### config.mk
export PLATFORM = sky130hd
export DESIGN_NAME = controle_navegacao
export DESIGN_NICKNAME = d
export VERILOG_FILES = /design/src/rtl/controle_navegacao.sv
export SDC_FILE = /design/constraint.sdc
export NUM_CORES = 1
export LEC_CHECK = 0
export ABC_AREA = 0
export BUFFER_PORTS_ARGS = -buffer_cell sky130_fd_sc_hd__buf_4
export CAP_MARGIN = 30
export CELL_PAD_IN_SITES_DETAIL_PLACEMENT = 1
export CELL_PAD_IN_SITES_GLOBAL_PLACEMENT = 2
export CORE_ASPECT_RATIO = 0.8
export CORE_MARGIN = 3
export CORE_UTILIZATION = 30
export CTS_CLUSTER_DIAMETER = 60
export CTS_CLUSTER_SIZE = 28
export DETAILED_ROUTE_END_ITERATION = 7
export PLACE_DENSITY = 0.82
export RECOVER_POWER = 50
export SLEW_MARGIN = 40
export SYNTH_ARGS = -nofsm -noshare
export SYNTH_HDL_FRONTEND = slang
export SYNTH_SLANG_ARGS = --single-unit
### constraint.sdc
create_clock -name clockc3 -period 1.9 [get_ports clockc3]
set_clock_uncertainty 0.15 [all_clocks]
set_input_delay 0.19 -clock clockc3 [delete_from_list [all_inputs] [get_ports clockc3]]
set_output_delay 0.19 -clock clockc3 [all_outputs]
set_load 0.005 [all_outputs]
### src/rtl/controle_navegacao.sv
// Left-hand-rule maze navigation controller.
// Each decision cycle (AVALIA) samples the wall sensors and issues a left turn, a right turn
// or an advance request. It also tracks the robot heading and counts completed cell advances.
//
// Ports:
//   clockc3    - system clock, rising edge
//   reset      - synchronous, active-low reset
//   iniciar    - start/restart request, honoured only in PARADO or FIM
//   head/left  - wall ahead / wall on the left
//   chegou     - goal cell reached
//   mov_ack    - movement unit finished one cell advance
//   avancar    - advance request, high throughout AVANCA
//   giro_esq   - one-cycle left-turn pulse
//   giro_dir   - one-cycle right-turn pulse
//   orientacao - heading: 001 N, 010 O (west), 011 L (east), 100 S
//   passos     - completed advances, saturating
//   ocupado    - high in AVALIA, GIRA_E, GIRA_D, AVANCA
//   concluido  - high in FIM
//   erro       - high in ERRO
module controle_navegacao #(
  parameter int unsigned PW          = 8,
  parameter int unsigned MAX_PASSOS  = 200,
  parameter int unsigned ACK_TIMEOUT = 16
) (
  input  logic          clockc3,
  input  logic          reset,
  input  logic          iniciar,
  input  logic          head,
  input  logic          left,
  input  logic          chegou,
  input  logic          mov_ack,
  output logic          avancar,
  output logic          giro_esq,
  output logic          giro_dir,
  output logic [0:2]    orientacao,
  output logic [PW-1:0] passos,
  output logic          ocupado,
  output logic          concluido,
  output logic          erro
);

  localparam int unsigned TW = $clog2(ACK_TIMEOUT);
  localparam logic [TW-1:0] TimerLast = TW'(ACK_TIMEOUT - 1);

  localparam logic [0:2] DirN = 3'b001;
  localparam logic [0:2] DirO = 3'b010;
  localparam logic [0:2] DirL = 3'b011;
  localparam logic [0:2] DirS = 3'b100;

  typedef enum logic [2:0] {
    StParado,
    StAvalia,
    StGiraE,
    StGiraD,
    StAvanca,
    StFim,
    StErro
  } estado_t;

  estado_t       estado_q;
  logic          virou_esq_q;
  logic [TW-1:0] timer_q;

  // Illegal headings fall back to N so orientacao always stays in the legal set.
  function automatic logic [0:2] rot_esq(input logic [0:2] h);
    case (h)
      DirN:    return DirO;
      DirO:    return DirS;
      DirS:    return DirL;
      DirL:    return DirN;
      default: return DirN;
    endcase
  endfunction

  function automatic logic [0:2] rot_dir(input logic [0:2] h);
    case (h)
      DirN:    return DirL;
      DirL:    return DirS;
      DirS:    return DirO;
      DirO:    return DirN;
      default: return DirN;
    endcase
  endfunction

  always_ff @(posedge clockc3) begin
    if (!reset) begin
      estado_q    <= StParado;
      orientacao  <= DirN;
      passos      <= '0;
      virou_esq_q <= 1'b0;
      timer_q     <= '0;
    end else begin
      case (estado_q)
        StParado: begin
          if (iniciar) estado_q <= StAvalia;
        end
        StAvalia: begin
          if (chegou) begin
            estado_q <= StFim;
          end else if (32'(passos) >= MAX_PASSOS) begin
            estado_q <= StErro;
          end else if (!left && !virou_esq_q) begin
            // Only one left turn per cell, otherwise an open left would spin forever.
            estado_q <= StGiraE;
          end else if (head) begin
            estado_q <= StGiraD;
          end else begin
            estado_q <= StAvanca;
            timer_q  <= '0;
          end
        end
        StGiraE: begin
          orientacao  <= rot_esq(orientacao);
          virou_esq_q <= 1'b1;
          estado_q    <= StAvalia;
        end
        StGiraD: begin
          orientacao <= rot_dir(orientacao);
          estado_q   <= StAvalia;
        end
        StAvanca: begin
          // Ack takes precedence over a timeout in the same cycle.
          if (mov_ack) begin
            if (passos != '1) passos <= passos + 1'b1;
            virou_esq_q <= 1'b0;
            estado_q    <= StAvalia;
          end else if (timer_q == TimerLast) begin
            estado_q <= StErro;
          end else begin
            timer_q <= timer_q + 1'b1;
          end
        end
        StFim: begin
          if (iniciar) begin
            passos      <= '0;
            virou_esq_q <= 1'b0;
            estado_q    <= StAvalia;
          end
        end
        StErro: begin
          estado_q <= StErro;
        end
        default: begin
          estado_q <= StParado;
        end
      endcase
    end
  end

  assign avancar   = (estado_q == StAvanca);
  assign giro_esq  = (estado_q == StGiraE);
  assign giro_dir  = (estado_q == StGiraD);
  assign ocupado   = (estado_q == StAvalia) || (estado_q == StGiraE) ||
                     (estado_q == StGiraD)  || (estado_q == StAvanca);
  assign concluido = (estado_q == StFim);
  assign erro      = (estado_q == StErro);

endmodule

==> results.py <==
metrics = {
    "sta": {
        "fin_tns_setup_ns": 0,
        "drv_slew": 0,
        "post-route-period-util": 0.958,
        "max_freq_mhz": 549,
        "rsz0062_at_grt": "no",
        "setup_viol": 0,
        "tightest_slew_ns": 0.639,
        "hold_violations": 0,
        "min_period_ns": 1.82,
        "slew_headroom": 0.568,
        "holdWs_ns": 0.0448,
    },
    "synth": {
        "yosys.area.top_type_share": 0.336,
        "ys_ff_latch": 19,
        "yosysWarnings": 0,
        "synth_cell_types": 39,
        "avgSynthCellArea_sq_um": 8.14,
        "syn_nets": 149,
        "synth_area_sq_mm": 0.00113,
        "synth_largest_area_cell": "dfxtp_1",
        "synth_area_leaders": "dfxtp_1 34%, a21oi_1 4.9%, nor2_1 4.3%",
        "seq_area_frac_synth": 0.336,
        "syn_inst": 139,
    },
    "layout": {
        "n_antenna_cell": 0,
        "nFillCells": 439,
        "final_layout_size_suffix_gt1_frac": 0.228,
        "final_design_area_no_fill_sq_mm": 0.00144,
        "final_common_cell": "buf_4",
        "area_growth_syn_to_layout_pct": 27.7,
        "nNetsFinal": 182,
        "final_util": 0.410,
        "most-common-layout-cells": "22 x buf_4, 19 x dfxtp_1, 13 x nor2_1, 12 x nand2_1, 11 x a21oi_1",
    },
    "route": {
        "post_drt_wl_per_cell_um": 15.8,
        "viasPerCell": 5.46,
        "totalWireLength_mm": 3.37,
        "ant_nets": 0,
        "firstDrtPassIters": 4,
        "drt-initial-drc-count": 31,
        "drc": 0,
        "num_vias": 1164,
    },
    "place": {
        "dp_hpwl_mm": 2.60,
        "routabilityCongestion": 0.806,
        "io_buffers": 23,
        "place_area_sq_mm": 0.00140,
    },
    "cts": {
        "cts_tree": "built",
        "clock_path_buffers": 2,
        "cts_max_level": 1,
        "clock-root-buffer": "clkbuf_8",
        "clock_sinks": 19,
        "clk-insertion-delay-late_ns": 0.26,
        "postCtsHoldBufs": 0,
        "cts_buffers": 3,
        "postCtsSetupBuffers": 0,
        "cts-resized-gates": 0,
        "clk_pin_slew_worst_paths_ns": 0.07,
    },
    "setup_path": {
        "start_kind": "register",
        "cp_data_arrival_time_ns": 1.81,
        "reg2reg_slack_ns": 0.08,
        "cp_max_fo": 6,
        "required_ns": 1.89,
        "path_class": "register to register",
        "endpoint_kind": "register",
    },
    "grt": {
        "grt_max_degree": 13,
        "grt_pass1_vias": 1079,
        "grt_use_total": 0.156,
        "grt_pass1_wl_mm": 5.33,
        "overflow": 0,
        "antenna_found_initial": 0,
    },
    "floorplanning": {
        "core_region_area_sq_mm": 0.00352,
        "die_h_um": 60.9,
        "die_area_sq_mm": 0.00455,
        "die_w_um": 74.7,
        "rows": 19,
        "start_util": 0.321,
        "io_pins": 24,
    },
    "flow_run": {
        "max-cap-violations": 0,
    },
    "pwr": {
        "clock_power_share": 0.304,
        "power.leakage_nw": 0.576,
        "sequentialPowerShare": 0.459,
        "p_per_area_mw_per_mm2": 659,
        "switchingPower_w": 0.000287,
        "switching_share": 0.302,
        "comb_power_share": 0.237,
        "internal-power_w": 0.000665,
        "vdd_drop_max_mv": 0.277,
    },
    "run_status": {
        "status": "complete, no violations",
    },
    "min_path": {
        "hp-class": "primary input to register",
    },
}
-- final cells by class --
cell class	instances	area (sq um)	share of cell area
multi-input combinational	106	688	0.477
tap	42	52.6	0.0364
clock buffer	4	45.0	0.0312
timing repair buffer	33	244	0.169
sequential	19	380	0.263
inverter	9	33.8	0.0234
-- flip-flops by register name, indices dropped and copies added (netlist names) --
| name | count |
|---|---|
| estado_q | 3 |
| orientacao | 3 |
| passos | 8 |
| timer_q | 4 |
| virou_esq_q | 1 |
-- Yosys cell counts --
cell,count
xnor2_1,3
a41oi_1,2
o31ai_1,2
buf_4,2
or4_1,2
nand3_1,6
a211oi_1,2
nor3_1,6
nor4b_1,1
o41ai_1,2
or3_4,1
o21ai_0,4
or3b_2,2
nor2_1,13
nand2_1,12
xor2_1,4
o22ai_1,1
ha_1,3
nand3b_1,1
clkbuf_1,1
a31oi_1,3
a221oi_1,1
nand4b_1,1
dfxtp_1,19
buf_2,2
nand4_1,4
o311a_1,1
a311oi_1,1
nor3b_1,2
mux2i_1,2
and4_1,1
or2_1,1
o41ai_4,1
and3_1,2
a41o_1,1
o221ai_1,2
nand2b_1,5
inv_1,9
a21oi_1,11
-- worst max-delay path: stages, from the launching register on --
cell     delay [ns]
dfxtp_1        0.36
o311a_1        0.41
or3_4          0.40
o41ai_4        0.30
nor2_1         0.09
-- power by group through the flow --
stage | registers (W) | logic, W | clock network (W)
floorplan | 0.000435 | 0.000147 | 0
global placement | 0.000444 | 0.000220 | 0
detailed placement | 0.000445 | 0.000225 | 0
CTS | 0.000436 | 0.000228 | 0.000302
global route | 0.000439 | 0.000250 | 0.000318
finish | 0.000436 | 0.000226 | 0.000290
-- kinds of logic (layout without fill, tap and decap cells) --
kind of cell / after synthesis / count (layout) / synth area share
xor+xnor: 7 / 7 / 0.0542
fa+ha+maj: 3 / 3 / 0.0332
simple gates: 60 / 60 / 0.284
flops: 19 / 19 / 0.336
buf+inv: 14 / 46 / 0.0553
compound gates: 34 / 34 / 0.219
mux: 2 / 2 / 0.0177
-- metal layers --
metal	up-vias	wire length, um	part of all wire	track usage
li1	575	-	-	-
met5	-	0	0	0
met1	566	1790	0.53	0.231
met3	4	128	0.038	0.0447
met2	19	1430	0.42	0.222
met4	0	26	0.0077	0.0406
-- through the flow --
stage	setup slack (ns)	power, W	std cells
final	0.0791	0.000952	213
after global routing	0.00963	0.00101	213
after CTS	0.0562	0.000965	213
after detailed placement	0.0686	0.000670	209
after global placement	0.167	0.000664	209
after floorplan	0.203	0.000582	139
-- final timing paths --
kind | startpoint | end | cells past startpoint
worst max-delay path | passos[5]$_SDFFE_PN0P_ | timer_q[3]$_SDFFE_PN0P_ | 4
worst min-delay path | reset | orientacao[2]$_SDFFE_PN1P_ | 2
worst max register to register | passos[5]$_SDFFE_PN0P_ | timer_q[3]$_SDFFE_PN0P_ | 4
worst min register to register | timer_q[1]$_SDFFE_PN0P_ | timer_q[1]$_SDFFE_PN0P_ | 2
(Power assumes the default switching activity.)
